`src/rtl/key_event_unit_if.sv`:
```
`default_nettype none
// ============================================================================
// Module      : key_event_unit_if
// Description : Key bundle between the raw button pins and the game logic.
//               master = button/stimulus side, slave = key_event_unit.
// Revision    : 1.0 - initial release
// ============================================================================
interface key_event_unit_if #(
    parameter int N_KEYS = 6
);
    logic [N_KEYS-1:0] key_n;        // raw buttons, 0 = pressed
    logic [N_KEYS-1:0] key_level;    // debounced level, 1 = pressed
    logic [N_KEYS-1:0] key_press;    // 1-cycle pulse on accepted press
    logic [N_KEYS-1:0] key_release;  // 1-cycle pulse on accepted release
    logic [N_KEYS-1:0] key_repeat;   // 1-cycle auto-repeat pulse
    logic              tick;         // prescaler tick

    modport master (
        output key_n,
        input  key_level, key_press, key_release, key_repeat, tick
    );

    modport slave (
        input  key_n,
        output key_level, key_press, key_release, key_repeat, tick
    );
endinterface
`default_nettype wire

```
`src/rtl/key_event_unit.sv`:
```
`default_nettype none
// ============================================================================
// Module      : key_event_unit
// Description : Per-key synchronizer, tick-based debouncer and press/release
//               pulse generator with optional auto-repeat, all keys sharing
//               one prescaler. Auto-repeat is built only when the macro
//               KEY_AUTOREPEAT_EN is defined; otherwise key_repeat is 0.
// Revision    : 1.0 - initial release
// ============================================================================
module key_event_unit #(
    parameter int                N_KEYS             = 6,
    parameter int                TICK_DIV           = 50000,
    parameter int                DEBOUNCE_TICKS     = 20,
    parameter int                REPEAT_DELAY_TICKS = 500,
    parameter int                REPEAT_RATE_TICKS  = 100,
    parameter logic [N_KEYS-1:0] REPEAT_MASK        = N_KEYS'(6'b110000)
) (
    input  wire logic         clk,
    input  wire logic         reset,
    key_event_unit_if.slave   kif
);

    localparam int              CNT_W         = $clog2(TICK_DIV);
    localparam logic [CNT_W-1:0] c_tick_last  = CNT_W'(TICK_DIV - 1);
    // Per-key state is updated one cycle ahead of the tick cycle so that the
    // registered level/pulse outputs line up with the registered tick output.
    localparam logic [CNT_W-1:0] c_eval_cnt   = CNT_W'(TICK_DIV - 2);
    localparam logic [7:0]      c_deb_last    = 8'(DEBOUNCE_TICKS - 1);

    // Elaboration-time range check of the configuration
    if (TICK_DIV < 2 || DEBOUNCE_TICKS < 1 || DEBOUNCE_TICKS > 255 ||
        REPEAT_DELAY_TICKS < 1 || REPEAT_DELAY_TICKS > 4095 ||
        REPEAT_RATE_TICKS < 1 || REPEAT_RATE_TICKS > 4095 ||
        $bits(REPEAT_MASK) != N_KEYS) begin : g_bad_cfg
        $error("key_event_unit: parameter out of range");
    end

    logic [N_KEYS-1:0] sync1_q, sync2_q;
    logic [N_KEYS-1:0] sampled;
    logic [CNT_W-1:0]  cnt_q, cnt_d;
    logic              tick_q;
    logic              eval_tick;

    // Two-flop synchronizer, idles at "released"
    always_ff @(posedge clk) begin
        if (reset) begin
            sync1_q <= '1;
            sync2_q <= '1;
        end else begin
            sync1_q <= kif.key_n;
            sync2_q <= sync1_q;
        end
    end

    assign sampled   = ~sync2_q;
    assign eval_tick = (cnt_q == c_eval_cnt);
    assign cnt_d     = (cnt_q == c_tick_last) ? '0 : cnt_q + CNT_W'(1);

    // Shared prescaler; tick is high while the count sits at TICK_DIV-1
    always_ff @(posedge clk) begin
        if (reset) begin
            cnt_q  <= '0;
            tick_q <= 1'b0;
        end else begin
            cnt_q  <= cnt_d;
            tick_q <= eval_tick;
        end
    end

    assign kif.tick = tick_q;

`ifdef KEY_AUTOREPEAT_EN
    typedef enum logic [1:0] {
        S_IDLE   = 2'd0,
        S_DELAY  = 2'd1,
        S_REPEAT = 2'd2
    } rep_state_e;

    localparam logic [11:0] c_delay_last = 12'(REPEAT_DELAY_TICKS - 1);
    localparam logic [11:0] c_rate_last  = 12'(REPEAT_RATE_TICKS - 1);
`endif

    for (genvar i = 0; i < N_KEYS; i++) begin : g_key
        logic [7:0] stab_q, stab_d;
        logic       lvl_q, lvl_d;
        logic       press_q, press_d;
        logic       rel_q, rel_d;

        // Count consecutive disagreeing ticks; the last one flips the level
        always_comb begin
            stab_d  = stab_q;
            lvl_d   = lvl_q;
            press_d = 1'b0;
            rel_d   = 1'b0;
            if (eval_tick) begin
                if (sampled[i] == lvl_q) begin
                    stab_d = '0;
                end else if (stab_q == c_deb_last) begin
                    stab_d  = '0;
                    lvl_d   = ~lvl_q;
                    press_d = ~lvl_q;
                    rel_d   = lvl_q;
                end else begin
                    stab_d = stab_q + 8'd1;
                end
            end
        end

        // Debounce counter, level and edge-pulse registers
        always_ff @(posedge clk) begin
            if (reset) begin
                stab_q  <= '0;
                lvl_q   <= 1'b0;
                press_q <= 1'b0;
                rel_q   <= 1'b0;
            end else begin
                stab_q  <= stab_d;
                lvl_q   <= lvl_d;
                press_q <= press_d;
                rel_q   <= rel_d;
            end
        end

        assign kif.key_level[i]   = lvl_q;
        assign kif.key_press[i]   = press_q;
        assign kif.key_release[i] = rel_q;

`ifdef KEY_AUTOREPEAT_EN
        if (REPEAT_MASK[i]) begin : g_rep
            rep_state_e  state_q, state_d;
            logic [11:0] hold_q, hold_d;
            logic        rep_q, rep_d;

            // Repeat FSM: a press arms the delay, release/low level disarms
            // with priority so no repeat can fire in the release cycle
            always_comb begin
                state_d = state_q;
                hold_d  = hold_q;
                rep_d   = 1'b0;
                if (press_d) begin
                    state_d = S_DELAY;
                    hold_d  = '0;
                end else if (rel_d || !lvl_q) begin
                    state_d = S_IDLE;
                    hold_d  = '0;
                end else if (eval_tick) begin
                    case (state_q)
                        S_DELAY: begin
                            if (hold_q == c_delay_last) begin
                                rep_d   = 1'b1;
                                state_d = S_REPEAT;
                                hold_d  = '0;
                            end else begin
                                hold_d = hold_q + 12'd1;
                            end
                        end
                        S_REPEAT: begin
                            if (hold_q == c_rate_last) begin
                                rep_d  = 1'b1;
                                hold_d = '0;
                            end else begin
                                hold_d = hold_q + 12'd1;
                            end
                        end
                        default: begin
                            state_d = S_IDLE;
                            hold_d  = '0;
                        end
                    endcase
                end
            end

            // Repeat FSM state, hold counter and repeat pulse register
            always_ff @(posedge clk) begin
                if (reset) begin
                    state_q <= S_IDLE;
                    hold_q  <= '0;
                    rep_q   <= 1'b0;
                end else begin
                    state_q <= state_d;
                    hold_q  <= hold_d;
                    rep_q   <= rep_d;
                end
            end

            assign kif.key_repeat[i] = rep_q;
        end else begin : g_norep
            assign kif.key_repeat[i] = 1'b0;
        end
`else
        assign kif.key_repeat[i] = 1'b0;
`endif
    end

endmodule
`default_nettype wire

```
`src/flat_wrapper.sv`:
```
// flat-port wrapper written by rule: the top's interface ports become plain ports
module key_event_unit_flat 
#(
    parameter int                N_KEYS             = 6,
    parameter int                TICK_DIV           = 50000,
    parameter int                DEBOUNCE_TICKS     = 20,
    parameter int                REPEAT_DELAY_TICKS = 500,
    parameter int                REPEAT_RATE_TICKS  = 100,
    parameter logic [N_KEYS-1:0] REPEAT_MASK        = N_KEYS'(6'b110000)
)
  (clk, reset, kif_key_n, kif_key_level, kif_key_press, kif_key_release, kif_key_repeat, kif_tick);
  key_event_unit_if #(.N_KEYS(N_KEYS)) kif_i ();
  input  wire logic clk;
  input  wire logic reset;
  input wire logic [$bits(kif_i.key_n)-1:0] kif_key_n;
  output wire logic [$bits(kif_i.key_level)-1:0] kif_key_level;
  output wire logic [$bits(kif_i.key_press)-1:0] kif_key_press;
  output wire logic [$bits(kif_i.key_release)-1:0] kif_key_release;
  output wire logic [$bits(kif_i.key_repeat)-1:0] kif_key_repeat;
  output wire logic [$bits(kif_i.tick)-1:0] kif_tick;
  assign kif_i.key_n = kif_key_n;
  assign kif_key_level = kif_i.key_level;
  assign kif_key_press = kif_i.key_press;
  assign kif_key_release = kif_i.key_release;
  assign kif_key_repeat = kif_i.key_repeat;
  assign kif_tick = kif_i.tick;
  key_event_unit #(.N_KEYS(N_KEYS), .TICK_DIV(TICK_DIV), .DEBOUNCE_TICKS(DEBOUNCE_TICKS), .REPEAT_DELAY_TICKS(REPEAT_DELAY_TICKS), .REPEAT_RATE_TICKS(REPEAT_RATE_TICKS), .REPEAT_MASK(REPEAT_MASK)) u_core (.clk(clk), .reset(reset), .kif(kif_i));
endmodule
```
`config.mk`:
```
export PLATFORM = sky130hd
export DESIGN_NAME = key_event_unit_flat
export DESIGN_NICKNAME = d
export VERILOG_FILES = /design/src/rtl/key_event_unit_if.sv /design/src/rtl/key_event_unit.sv /design/src/flat_wrapper.sv
export SDC_FILE = /design/constraint.sdc
export NUM_CORES = 1
export LEC_CHECK = 0
export ABC_CLOCK_PERIOD_IN_PS = 3900
export CELL_PAD_IN_SITES_DETAIL_PLACEMENT = 1
export CELL_PAD_IN_SITES_GLOBAL_PLACEMENT = 1
export CORE_MARGIN = 2
export CORE_UTILIZATION = 40
export CTS_CLUSTER_SIZE = 8
export DETAILED_ROUTE_END_ITERATION = 10
export PLACE_DENSITY_LB_ADDON = 0.12
export SLEW_MARGIN = 20
export SYNTH_ARGS = -nofsm -noshare
export SYNTH_HDL_FRONTEND = slang
export SYNTH_SLANG_ARGS = --single-unit
```
`constraint.sdc`:
```
create_clock -name clk -period 3.9 [get_ports clk]
set_input_delay 0.585 -clock clk [delete_from_list [all_inputs] [get_ports clk]]
set_output_delay 0.585 -clock clk [all_outputs]
set_load 0.02 [all_outputs]
```
# After elaboration in Yosys (flattened, before gate mapping)
# Index checks and enable logic that the tools add are counted.
dict set report totals {
  romBits 0
  ramBits 0
  regBits 95
  in_bits 8
  latchBits 0
  elab_cells 94
  memories 0
  output_inout_bits 25
}
dict set report op_classes {
  eq_ne 14
  add_sub_neg 7
  n_div 0
  multipliers 0
  n_shift 0
  n_bitwise 20
  n_reduce_logical 13
  magnitude_cmp 0
  muxes 12
}
# operator n
set op_table {}
lappend op_table {{2-to-1 mux 8 bit} 12}
lappend op_table {{adder 8 x 1 -> 8 bit (second input constant)} 6}
lappend op_table {{equality test 8 x 5 -> 1 bit (second input constant)} 6}
lappend op_table {{equality test 16 bit (second input constant)} 2}
lappend op_table {{OR reduction 4 bit} 6}
lappend op_table {{NOT 1 bit} 19}
lappend op_table {{AND reduction 3 bit} 6}
lappend op_table {{adder 16 x 1 -> 16 bit (second input constant)} 1}
lappend op_table {{equality test 1 bit} 6}
lappend op_table {{NOT 6 bit} 1}
lappend op_table {{OR reduction 2 bit} 1}

# Logic depth before layout (Yosys ltp)
# Gate-level depths: netlist of run 1.
dict set report depth {
  ltp_word 4
  mapped_depth 8
  ltp_nobuf 6
}

# Worst setup path after synthesis of run 1
# Ideal clock, no wire load.
dict set report synth_timing {
  path_type {flip-flop to flip-flop}
  from {register u_core.cnt_q[0]}
  to {register u_core.g_key[1].stab_q[1]}
  synth_period_minus_slack_ns 1.645
  n_path_buf 2
  required_time_ns 3.772
  path_stages_with_launch 9
  arrival_ns 1.518
  slack_ns 2.255
  setup_ns 0.128
  cell_sequence {dfxtp_1 -> inv_1 -> ha_1 -> and3b_1 -> and4_1 -> buf_4 -> buf_2 -> a31oi_1 -> nor2_1}
}
dict set report synth_between {
  elab_chain_len 1
}
# element line
set synth_lines {}
lappend synth_lines {{start, declared} key_event_unit.sv:40} ;# logic [CNT_W-1:0] cnt_q, cnt_d;
lappend synth_lines {{start signal, assigned} key_event_unit.sv:65} ;# cnt_q <= cnt_d;
lappend synth_lines {{equality test 16 bit} key_event_unit.sv:56} ;# assign eval_tick = (cnt_q == c_eval_cnt);
lappend synth_lines {{end signal, assigned} key_event_unit.sv:117} ;# stab_q <= stab_d;
lappend synth_lines {{end, declared} key_event_unit.sv:84} ;# logic [7:0] stab_q, stab_d;
# No other way between the ends.
# A chain may end at the register's enable or synchronous reset.

# Final worst setup path of run 1
dict set report layout_timing {
  from {register u_core.g_key[3].stab_q[0]}
  to {register u_core.g_key[3].stab_q[5]}
}
dict set report layout_between {
  elab_chain_len 3
  elab_cells_between_ends 4
  classes_between {add/sub (1); eq/ne (1); mux (2)}
}
# element line
set layout_lines {}
lappend layout_lines {{start, declared} key_event_unit.sv:84}
lappend layout_lines {{start signal, assigned} key_event_unit.sv:117}
lappend layout_lines {{adder 8 x 1 -> 8 bit or equality test 8 x 5 -> 1 bit (tied branches)} {key_event_unit.sv:104, key_event_unit.sv:98}}
lappend layout_lines {{2-to-1 mux 8 bit *} key_event_unit.sv:98} ;# end else if (stab_q == c_deb_last) begin
lappend layout_lines {{2-to-1 mux 8 bit *} key_event_unit.sv:96} ;# if (sampled[i] == lvl_q) begin
# Mark *: on every way between the ends. The rest lies on a longest branch, timed or not.

==> results of run 1 <==
[per-stage QoR]
step / util [%] / area [um^2] / worst slack [ns] / hold WS (ns) / power (W)
4_1_cts: 45.5 / 4970 / 1.77 / 0.413 / 0.00189
3_5_place_dp: 43.0 / 4700 / 1.80 / 0.397 / 0.00106
3_3_place_gp: 43.0 / 4700 / 1.86 / 0.395 / 0.00106
6_report: 45.5 / 4970 / 1.76 / 0.408 / 0.00186
5_1_grt: 45.5 / 4970 / 1.55 / 0.427 / 0.00194
2_1_floorplan: - / 4550 / 2.25 / 0.389 / 0.00105
[flip-flops by register name, indices dropped and copies added, names as in the netlist]
register,cells
u_core.g_key.stab_q,48
u_core.g_key.rel_q,6
u_core.g_key.press_q,6
u_core.cnt_q,16
u_core.sync1_q,6
u_core.sync2_q,6
u_core.kif.tick,1
u_core.g_key.lvl_q,6
[routing by layer]
metal	vias to the layer above	wire length, um
met5	-	0
met3	10	166
li1	1892	-
met4	0	146
met1	1846	4730
met2	26	4910
[kinds of logic (layout without fill, tap and decap cells)]
logic type	count (synthesis)	count (layout)	share of synthesized area, %
simple gates	214	214	27.1
buf+inv	71	61	8.39
compound gates	120	120	16.4
fa+ha+maj	8	8	2.21
xor+xnor	20	20	3.86
flops	95	95	41.9
other cells	1	6	0.0827
[where the power goes]
| group | internal, W | switching, W | total, W | leakage (nW) |
|---|---|---|---|---|
| logic | 0.0000182 | 0.0000379 | 0.0000561 | 0.625 |
| clock network | 0.000436 | 0.000384 | 0.000820 | 0.129 |
| registers | 0.000978 | 0.00000705 | 0.000985 | 0.768 |
[cell type report]
type                       count  share of cell area [%]
inverter                      16                    1.21
sequential                    95                    38.2
clock buffer                  10                    4.60
timing repair buffer          29                    5.84
tap                          140                    3.52
multi-input combinational    368                    45.7
clock inverter                 6                   0.931
[cells in the mapped netlist (3+ instances only)]
cell type | n | area share, %
sky130_fd_sc_hd__dfxtp_1 | 95 | 42
sky130_fd_sc_hd__a21oi_1 | 49 | 5.4
sky130_fd_sc_hd__nand2_1 | 37 | 3.1
sky130_fd_sc_hd__nand3_1 | 35 | 3.9
sky130_fd_sc_hd__nor2_1 | 32 | 2.6
sky130_fd_sc_hd__buf_4 | 25 | 4.1
sky130_fd_sc_hd__or3_1 | 20 | 2.8
sky130_fd_sc_hd__clkbuf_1 | 19 | 1.6
sky130_fd_sc_hd__o21ai_0 | 19 | 2.1
sky130_fd_sc_hd__inv_1 | 16 | 1.3
sky130_fd_sc_hd__a31oi_1 | 15 | 2.1
sky130_fd_sc_hd__nor3_1 | 14 | 1.5
sky130_fd_sc_hd__or2_2 | 14 | 1.9
sky130_fd_sc_hd__o32ai_1 | 13 | 2.5
sky130_fd_sc_hd__nand4_1 | 12 | 1.7
sky130_fd_sc_hd__nor4b_1 | 12 | 2.3
sky130_fd_sc_hd__xor2_1 | 11 | 2.1
sky130_fd_sc_hd__buf_2 | 10 | 1.1
sky130_fd_sc_hd__nand3b_1 | 9 | 1.5
sky130_fd_sc_hd__xnor2_1 | 9 | 1.7
sky130_fd_sc_hd__ha_1 | 8 | 2.2
sky130_fd_sc_hd__nor4_1 | 8 | 1.1
sky130_fd_sc_hd__a311oi_1 | 6 | 1.2
sky130_fd_sc_hd__nand4b_1 | 6 | 1.2
sky130_fd_sc_hd__o211ai_1 | 5 | 0.83
sky130_fd_sc_hd__a22oi_1 | 4 | 0.66
sky130_fd_sc_hd__and4_1 | 4 | 0.77
sky130_fd_sc_hd__nor3b_1 | 3 | 0.50
sky130_fd_sc_hd__o21a_1 | 3 | 0.50
[worst min-delay path by stage]
stage                 startpoint           endpoint  slack [ns]  cells past startpoint
6_report       u_core.sync1_q[0]  u_core.sync2_q[0]        0.41                      1
5_1_grt        u_core.sync1_q[0]  u_core.sync2_q[0]        0.43                      1
4_1_cts        u_core.sync1_q[0]  u_core.sync2_q[0]        0.41                      1
3_5_place_dp   u_core.sync1_q[0]  u_core.sync2_q[0]        0.40                      1
3_3_place_gp   u_core.sync1_q[3]  u_core.sync2_q[3]        0.39                      1
2_1_floorplan  u_core.sync1_q[0]  u_core.sync2_q[0]        0.39                      1
==> results.md, run 1 <==
- Outcome: complete, no violations
- Critical path type: reg2reg
- Setup crit start: u_core.g_key[3].stab_q[0]
- Max_slew headroom: between 30 and 40%
- Met3 GRT Util: 2.36%
- Die area: approximately 12000 um^2
- Quantity of hold-fixing buffers added after cts: 0
- Vias per cell: roughly 5.7
- Highest Clock Rate: 0.466 GHz
- Worst Hold Class: reg2reg
- Clock slew seen by the registers of the worst setup and hold paths: about 0.060 ns
- First-pass GRT wire length: around 17 mm
- Synthesized area: 4530 um^2
- Number of enable flip-flop cells after synthesis: 0
- FF-to-FF setup slack: 1.76 ns
- Clock insertion delay at the later pin of the skew report: between 0.3 and 0.4 ns
- Buffer and inverter count on the worst path: 0
- Worst Reg-to-Reg Cells: 5
- Area of the multi-input gates: 2270 um^2
- Arr. time, crit path: between 2 and 2.5 ns
- Cell at the root of the clock tree: sky130_fd_sc_hd__clkbuf_16
- Die Height: between 100 and 150 um
- Count of non-filler cells in the finished layout: 664
- Yosys reg bits: 95
- Count of placed standard cells including taps: between 600 and 700
- Quantity of gates resized following cts: 0
- Most used flip-flop cell after synthesis: sky130_fd_sc_hd__dfxtp_1
- Total area of sequential cells: ~1900 um^2
- Leakage power total: approximately 1.5 nW
- Transition time at the pin with the least slew margin: between 0.9 and 1 ns
- Core area: about 11000 um^2
- Largest driver fanout on the critical path: 12
- Total CTS buffers: 9
- GRT overflow: 0
- Kind of cell with the highest combined delay on the critical path: compound AO/OA/AOI/OAI gates
- Async S/R FF share, synth: 0%
- First-pass iteration count of the detailed router: 4
- Areal power density over the cells: 374 nW/um^2
- IR drop worst, VDD: 0.189 mV
- Most common library cell in the layout ignoring fill and taps: sky130_fd_sc_hd__dfxtp_1
- CTS tree: done
- M1 GR Usage: between 20% and 30%
- Count of port buffers added during placement: 26
- Num rows: 38
- Setup total negative slack: 0 ns
- Largest clock skew in the final design: just under 0.007 ns
- Area grow syn2layout: 9.69%
- Post-route ant nets: 0
- Setup violations, final: 0
- Proportion of synthesized chip area in sequential cells: between 40% and 50%
- Total number of vias: roughly 3800
- Buffers from clock root to sink, at most: 2
- Synth Area per Inst: approximately 8.6 um^2
- Drt wl/cell: 15.0 um
- End point of the critical path: u_core.g_key[3].stab_q[5]
- Initial antenna violation count: 0
- Stages on the worst setup path: 5
- Layout filler cell count: around 1300
- Max_cap viols: 0
- Slowest-stage cell, CP: sky130_fd_sc_hd__a31oi_1
- Largest net degree at the start of global routing: 67
- Worst EP required: 4.15 ns
- Ratio of cells with drive above 1 in the final layout: 7.06%
- Residual DRC: 0
- Final Hold Viols: 0
- Time the worst path needs with I/O delays and setup: 2.14 ns
- Kind of launch point of the worst setup path: flip-flop
- Setup bufs post-CTS: 0
- H-Tree Level Count: 3
- Initial core utilization: 41.5%
- Most Crowded Layer GR: met2
- Initial DRC count: about 180
- Cell breakdown of the critical path: ha_1 -> nor4b_1 -> a31oi_1 -> o21ai_0 -> a311oi_1
- Horizontal die dimension: roughly 110 um
- Reg2reg end: u_core.g_key[3].stab_q[5]
- Kind of end point of the critical path: flip-flop
- Drt total wl: about 9.9 mm
- Highest cell delay on the worst timing path: 0.81 ns
- Final Slew Violations: 0
- Unrepaired setup endpoints after global routing: no
- Nets: approximately 540
- Placed wire-length estimate: between 6 and 7 mm
- Final RePlAce weighted congestion: ~0.70
- Met2 GRT Util: between 20% and 30%
- Yosys Warn Count: 0
- Cell count after synthesis: between 500 and 600
- Via count of the first global-routing pass: between 3000 and 4000
- Worst reg2reg path startpoint: u_core.g_key[3].stab_q[0]
- Unique masters post-synth: 43
- Most frequent cells in the layout: sky130_fd_sc_hd__dfxtp_1, sky130_fd_sc_hd__a21oi_1, sky130_fd_sc_hd__nand2_1
- Clk sink count: between 90 and 100
- Antenna diodes: 0
- Final worst path period share: a little over half
- Global routing usage summed across all routing layers: roughly 17%
- I/O Pins: 33
(Power assumes the default switching activity.)
==> inputs of run 2 (changes only) <==
--- a/config.mk
+++ b/config.mk
@@ -5,7 +5,7 @@
 export SDC_FILE = /design/constraint.sdc
 export NUM_CORES = 1
 export LEC_CHECK = 0
-export ABC_CLOCK_PERIOD_IN_PS = 3900
+export ABC_CLOCK_PERIOD_IN_PS = 1850
 export CELL_PAD_IN_SITES_DETAIL_PLACEMENT = 1
 export CELL_PAD_IN_SITES_GLOBAL_PLACEMENT = 1
 export CORE_MARGIN = 2
==> constraint.sdc (replaced) <==
create_clock -name clk -period 1.85 [get_ports clk]
set_input_delay 0.2775 -clock clk [delete_from_list [all_inputs] [get_ports clk]]
set_output_delay 0.2775 -clock clk [all_outputs]
set_load 0.02 [all_outputs]
==> results.md, run 2 (synthesis results as in run 1) <==
- Highest cell delay on the worst timing path: 0.36 ns (-0.45 ns)
- Worst reg2reg path startpoint: u_core.cnt_q[0]
- Sw Pwr: 0.000949 W (+120%)
- Int Power: 0.00318 W (+120%)
- Largest net degree at the start of global routing: 48 (-28%)
- First-pass GRT wire length: 19.0 mm (+9.4%)
- Count of port buffers added during placement: 26 (unchanged)
- Leakage power total: 1.80 nW (+18%)
- Vias per cell: 5.77 (+1.5%)
- Hold Startpoint: reset
- Clk sink count: 95 (unchanged)
- Largest clock skew in the final design: 0.00878 ns (+0.00186 ns)
- Antenna diodes: 0 (unchanged)
- Initial antenna violation count: 0 (unchanged)
- Drt wl/cell: 16.9 um (+12%)
- Die area: 12200 um^2 (unchanged)
- Core area: 10900 um^2 (unchanged)
- Unrepaired setup endpoints after global routing: yes
- Initial core utilization: 41.5% (unchanged)
- Die Height: 110 um (unchanged)
- Horizontal die dimension: 110 um (unchanged)
- Largest driver fanout on the critical path: 6 (-6)
- Final worst path period share: 100% (+45 points)
- H-Tree Level Count: 3 (unchanged)
- Worst Hold Class: in2reg
- Buffers from clock root to sink, at most: 2 (unchanged)
- Post-route ant nets: 0 (unchanged)
- Worst EP required: 2.13 ns (-2.02 ns)
- Total number of vias: 4060 (+7.6%)
- Via count of the first global-routing pass: 4079 (+9.3%)
- Post-placement cell area: 4980 um^2 (+5.9%)
- Regs by FF count: u_core.g_key.stab_q (48), u_core.cnt_q (16)
- Residual DRC: 0 (unchanged)
- Total CTS buffers: 9 (unchanged)
- Clock slew seen by the registers of the worst setup and hold paths: 0.07 ns (about the same)
- Sw Share: 22.9% (-0.12 points)
- Initial DRC count: 154 (-16%)
- GRT overflow: 0 (unchanged)
- Final Hold Viols: 0 (unchanged)
- Placed wire-length estimate: 7.19 mm (+12%)
- CTS tree: done
- Combinational share of power: 3.8% (+0.8 points)
- Outcome: complete, no violations
- Max_slew headroom: 63.1% (+30 points)
- Worst Reg-to-Reg Cells: 8 (+3)
- Final Slew Violations: 0 (unchanged)
- Critical path type: reg2reg
- Drt total wl: 11.9 mm (+19%)
- Arr. time, crit path: 2.13 ns (-0.27 ns)
- FF-to-FF setup slack: 0.00007 ns (-1.76 ns)
- Count of non-filler cells in the finished layout: 704 (+6.0%)
- Global routing usage summed across all routing layers: 18.4% (+1.6 points)
- Transition time at the pin with the least slew margin: 0.546 ns (-0.454 ns)
- Largest register by flop count: u_core.g_key.stab_q
- Slowest-stage cell, CP: sky130_fd_sc_hd__or3_4
- Clock insertion delay at the later pin of the skew report: 0.35 ns (about the same)
- Worst hold path cell count: 2 (+1)
- Worst-case hold path end point: u_core.cnt_q[2]
- Reg2reg end: u_core.g_key[0].lvl_q
- Most frequent cells in the layout: sky130_fd_sc_hd__dfxtp_1, sky130_fd_sc_hd__a21oi_1, sky130_fd_sc_hd__nand2_1
- Highest Clock Rate: 0.541 GHz (+16%)
- Cell at the root of the clock tree: sky130_fd_sc_hd__clkbuf_16
- Max reg flops: 48 (unchanged)
- Most common library cell in the layout ignoring fill and taps: sky130_fd_sc_hd__dfxtp_1
- Count of placed standard cells including taps: 680 (+4.9%)
- Kind of end point of the critical path: flip-flop
- Time the worst path needs with I/O delays and setup: 1.85 ns (-0.295 ns)
- Kind of launch point of the worst setup path: flip-flop
- Part of the power in the clock network: 46.2% (+2.1 points)
- Cell breakdown of the critical path: inv_1 -> ha_1 -> and3b_2 -> nand4_1 -> buf_6 -> buf_8 -> or3_4 -> a21oi_2
- Num rows: 38 (unchanged)
- IR drop worst, VDD: 0.471 mV (+150%)
- Nets: 575 (+7.5%)
- Register share of total power: 50.0% (-2.9 points)
- Final RePlAce weighted congestion: 0.761 (+8.2%)
- I/O Pins: 33 (unchanged)
- Area grow syn2layout: 21.6%
- Total non-filler cell area in the finished layout: 5510 um^2 (+11%)
- Ratio of cells with drive above 1 in the final layout: 17.2% (+10 points)
- Setup violations, final: 0 (unchanged)
- Areal power density over the cells: 750 nW/um^2 (+100%)
- Max_cap viols: 0 (unchanged)
- First-pass iteration count of the detailed router: 4 (unchanged)
==> run 2: cell count changes in the layout (fill, tap and decap cells not counted), sizes merged <==
cell and change:
clkinvlp -2, bufinv +1, clkbuf +5, inv +1
buf +36, clkinv -1
==> run 2: worst max-delay path by stage <==
| stage | start | endpoint | slack (ns) | cells after the start |
|---|---|---|---|---|
| 2_1_floorplan | u_core.cnt_q[0] | u_core.g_key[1].stab_q[1] | 0.20 | 8 |
| 3_5_place_dp | u_core.g_key[5].stab_q[0] | u_core.g_key[5].stab_q[5] | -0.18 | 5 |
| 4_1_cts | u_core.g_key[3].stab_q[0] | u_core.g_key[3].lvl_q | 0.05 | 5 |
| 3_3_place_gp | u_core.g_key[5].stab_q[0] | u_core.g_key[5].stab_q[5] | -0.08 | 5 |
| 6_report | u_core.cnt_q[0] | u_core.g_key[0].lvl_q | 0.00007 | 8 |
| 5_1_grt | u_core.cnt_q[0] | u_core.g_key[0].lvl_q | -0.1 | 8 |
==> run 2: per-stage QoR <==
stage | power, W | setup TNS [ns] | worst slack, ns | util (%) | hold WS, ns
2_1_floorplan | 0.00221 | 0 | 0.205 | - | 0.381
3_3_place_gp | 0.00226 | -0.0785 | -0.0785 | 45.5 | 0.396
3_5_place_dp | 0.00227 | -0.415 | -0.176 | 45.5 | 0.399
4_1_cts | 0.00418 | 0 | 0.0511 | 48.3 | 0.377
5_1_grt | 0.00428 | -1.24 | -0.0996 | 50.4 | 0.418
6_report | 0.00413 | 0 | 0.0000733 | 50.4 | 0.384
==> run 2: final cells by class <==
cell class                 count  area, um^2
inverter                      16        60.1
timing repair buffer          69         709
clock inverter                 5        65.1
clock buffer                  11         233
sequential                    95        1910
tap                          140         175
multi-input combinational    368        2370
fill                        1284        5420
==> run 2: what timing repair did <==
item,CTS,global route
hold buffers,0,0
pin swaps,0,6
setup endpoints to repair,6,24
gates cloned,0,4
buffers inserted,0,4
resized for setup,1,27
==> run 2: routing by layer <==
layer | GRT usage (%) | vias up | wire [um]
met5 | 0 | - | 0
met4 | 7.83 | 0 | 201
met3 | 3.13 | 14 | 290
met2 | 31.7 | 56 | 5990
met1 | 22.6 | 2019 | 5380
li1 | - | 1971 | -
==> run 2: worst max-delay path, delay by kind of cell (launching register included) <==
kind	cells	cell delay (ns)
flip-flops	1	0.31
buffers and inverters	3	0.39
AND/OR/NAND/NOR	3	0.78
AO/OA/AOI/OAI	1	0.14
adder cells (fa/ha/maj)	1	0.16
==> run 2: power groups by stage <==
stage / clock network (W) / registers [W] / logic (W)
floorplan: 0 / 0.00212 / 0.0000972
global placement: 0 / 0.00212 / 0.000148
detailed placement: 0 / 0.00212 / 0.000152
CTS: 0.00196 / 0.00207 / 0.000154
global route: 0.00204 / 0.00207 / 0.000171
finish: 0.00191 / 0.00207 / 0.000155
==> inputs of run 3 (changes only) <==
--- a/config.mk
+++ b/config.mk
@@ -12,6 +12,7 @@
 export CORE_UTILIZATION = 40
 export CTS_CLUSTER_SIZE = 8
 export DETAILED_ROUTE_END_ITERATION = 10
+export DONT_BUFFER_PORTS = 1
 export PLACE_DENSITY_LB_ADDON = 0.12
 export SLEW_MARGIN = 20
 export SYNTH_ARGS = -nofsm -noshare
==> results.md, run 3 (synthesis results as in run 1) <==
- Global routing usage summed across all routing layers: 17.2% (-1.2 points)
- Area grow syn2layout: 11.5%
- Die Height: 110 um (unchanged)
- Worst Hold Class: in2reg
- Largest driver fanout on the critical path: 22 (+16)
- Nets: 537 (-6.6%)
- Initial core utilization: 41.5% (unchanged)
- Vias per cell: 5.69 (-1.3%)
- Largest net degree at the start of global routing: 83 (+73%)
- Setup total negative slack: 0 ns (unchanged)
- Buffer and inverter count on the worst path: 1 (-2)
- Leakage power total: 1.62 nW (-10%)
- Cell breakdown of the critical path: nor4b_4 -> nand4_1 -> buf_12 -> or3_1 -> a21oi_1
- Worst EP required: 2.13 ns (about the same)
- Final RePlAce weighted congestion: 0.774 (+1.7%)
- Highest cell delay on the worst timing path: 0.40 ns (+0.04 ns)
- Via count of the first global-routing pass: 3729 (-8.6%)
- Post-route ant nets: 0 (unchanged)
- Worst reg2reg path startpoint: u_core.cnt_q[7]
- Cell at the root of the clock tree: sky130_fd_sc_hd__clkbuf_16
- Core area: 10900 um^2 (unchanged)
- Kind of end point of the critical path: flip-flop
- Final worst path period share: 93.9% (-6.0 points)
- Critical path type: reg2reg
- Ratio of cells with drive above 1 in the final layout: 14.1% (-3.1 points)
- Arr. time, crit path: 2.02 ns (-0.11 ns)
- Layout filler cell count: 1304 (+1.6%)
- FF-to-FF setup slack: 0.11 ns (+0.11 ns)
- CTS tree: done
- Total power: 0.00409 W (-0.96%)
- Clk sink count: 95 (unchanged)
- Drt total wl: 11.0 mm (-7.4%)
- Final Hold Viols: 0 (unchanged)
- Most common library cell in the layout ignoring fill and taps: sky130_fd_sc_hd__dfxtp_1
- Regs by FF count: u_core.g_key.stab_q (48), u_core.cnt_q (16)
- Highest Clock Rate: 0.575 GHz (+6.4%)
- Hold slack: 0.0140 ns (-0.370 ns)
- Slowest-stage cell, CP: sky130_fd_sc_hd__dfxtp_1
- Horizontal die dimension: 110 um (unchanged)
- Setup violations, final: 0 (unchanged)
- Total number of vias: 3790 (-6.7%)
- First-pass iteration count of the detailed router: 4 (unchanged)
- Residual DRC: 0 (unchanged)
- Most frequent cells in the layout: sky130_fd_sc_hd__dfxtp_1, sky130_fd_sc_hd__a21oi_1, sky130_fd_sc_hd__nand2_1
- Largest register by flop count: u_core.g_key.stab_q
- Clock slew seen by the registers of the worst setup and hold paths: 0.07 ns (about the same)
- Max reg flops: 48 (unchanged)
- Reg2reg end: u_core.g_key[4].lvl_q
- Clock insertion delay at the later pin of the skew report: 0.34 ns (about the same)
- Kind of cell with the highest combined delay on the critical path: simple AND/OR/NAND/NOR gates
- Num rows: 38 (unchanged)
- Time the worst path needs with I/O delays and setup: 1.74 ns (-0.112 ns)
- I/O Pins: 33 (unchanged)
- Die area: 12200 um^2 (unchanged)
- Worst-case hold path end point: u_core.g_key[0].stab_q[7]
- Outcome: complete, no violations
- Drt wl/cell: 16.5 um (-2.1%)
- Initial DRC count: 164 (+6.5%)
- Hold Startpoint: reset
- Count of port buffers added during placement: 0 (-100%)
- IR drop worst, VDD: 0.400 mV (-15%)
- Final Slew Violations: 0 (unchanged)
- Initial antenna violation count: 0 (unchanged)
- H-Tree Level Count: 3 (unchanged)
- Buffers from clock root to sink, at most: 2 (unchanged)
- Antenna diodes: 0 (unchanged)
- Placed wire-length estimate: 6.62 mm (-8.0%)
- Largest clock skew in the final design: 0.00703 ns (-0.00176 ns)
- Max_cap viols: 0 (unchanged)
- Kind of launch point of the worst setup path: flip-flop
- Total CTS buffers: 9 (unchanged)
- Worst Reg-to-Reg Cells: 5 (-3)
- GRT overflow: 0 (unchanged)
- First-pass GRT wire length: 17.7 mm (-6.6%)
- Worst hold path cell count: 1 (-1)
- Areal power density over the cells: 810 nW/um^2 (+8.0%)
## run 3: changes by cell type in the layout (fill, tap and decap cells not counted), sizes merged
cell           change
clkinvlp           +1
clkbuf             -2
clkdlybuf4s50     -25
clkinv             -2
buf               -13
inv                +1
dlygate4sd3        +2
## run 3: worst max-delay path by stage
| stage | startpoint | endpoint | slack, ns | depth (start not counted) |
|---|---|---|---|---|
| finish | u_core.cnt_q[7] | u_core.g_key[4].lvl_q | 0.11 | 5 |
| CTS | u_core.g_key[3].stab_q[0] | u_core.g_key[3].lvl_q | 0.03 | 5 |
| global route | u_core.g_key[5].stab_q[0] | u_core.g_key[5].stab_q[5] | -0.04 | 5 |
| detailed placement | u_core.g_key[5].stab_q[0] | u_core.g_key[5].stab_q[5] | -0.26 | 5 |
| global placement | u_core.g_key[5].stab_q[0] | u_core.g_key[5].stab_q[5] | -0.09 | 5 |
| floorplan | u_core.cnt_q[0] | u_core.g_key[1].stab_q[1] | 0.20 | 8 |
## run 3: timing repair
item,4_1_cts,5_1_grt
gates cloned,0,2
pin swaps,0,3
setup endpoints to repair,7,11
hold buffers,2,0
gates resized for setup,1,13
hold endpoints to repair,11,0
buffers inserted,0,5
## run 3: layout make-up
| cell class | instances | area [um^2] | share of cell area (%) |
|---|---|---|---|
| Tap cell | 140 | 175 | 3.47 |
| Timing Repair Buffer | 31 | 298 | 5.89 |
| Clock inverter | 5 | 63.8 | 1.26 |
| Clock buffer | 11 | 243 | 4.80 |
| Sequential cell | 95 | 1910 | 37.7 |
| Multi-Input combinational cell | 368 | 2310 | 45.6 |
| Inverter | 16 | 60.1 | 1.19 |
## run 3: through the flow
step                      std cells  worst slack (ns)  util (%)  area, um^2
after floorplan                 534             0.205         -        4550
after global placement          641           -0.0869      42.0        4600
after detailed placement        641            -0.259      42.0        4600
after CTS                       659            0.0292      45.1        4930
after global routing            666           -0.0367      46.2        5050
final                           666             0.112      46.2        5050
## run 3: power by group
part	internal (W)	switching [W]	leakage (nW)
sequential	0.00206	0.00000887	0.771
combinational	0.0000412	0.0000641	0.704
clock	0.00110	0.000817	0.147
total	0.00320	0.000890	1.62
## run 3: metal layers
| metal | part of all wire [%] | global-route usage [%] | up-vias |
|---|---|---|---|
| li1 | - | - | 1899 |
| met1 | 49 | 21.4 | 1858 |
| met2 | 48 | 29.7 | 21 |
| met3 | 1.4 | 2.80 | 12 |
| met4 | 1.5 | 6.75 | 0 |
| met5 | 0 | 0 | - |
## run 3: worst reg2reg max path: stages, from the launching register on
cell and delay [ns]:
sky130_fd_sc_hd__dfxtp_1 0.40, sky130_fd_sc_hd__nor4b_4 0.32, sky130_fd_sc_hd__nand4_1 0.22, sky130_fd_sc_hd__buf_12 0.23, sky130_fd_sc_hd__or3_1 0.37, sky130_fd_sc_hd__a21oi_1 0.14
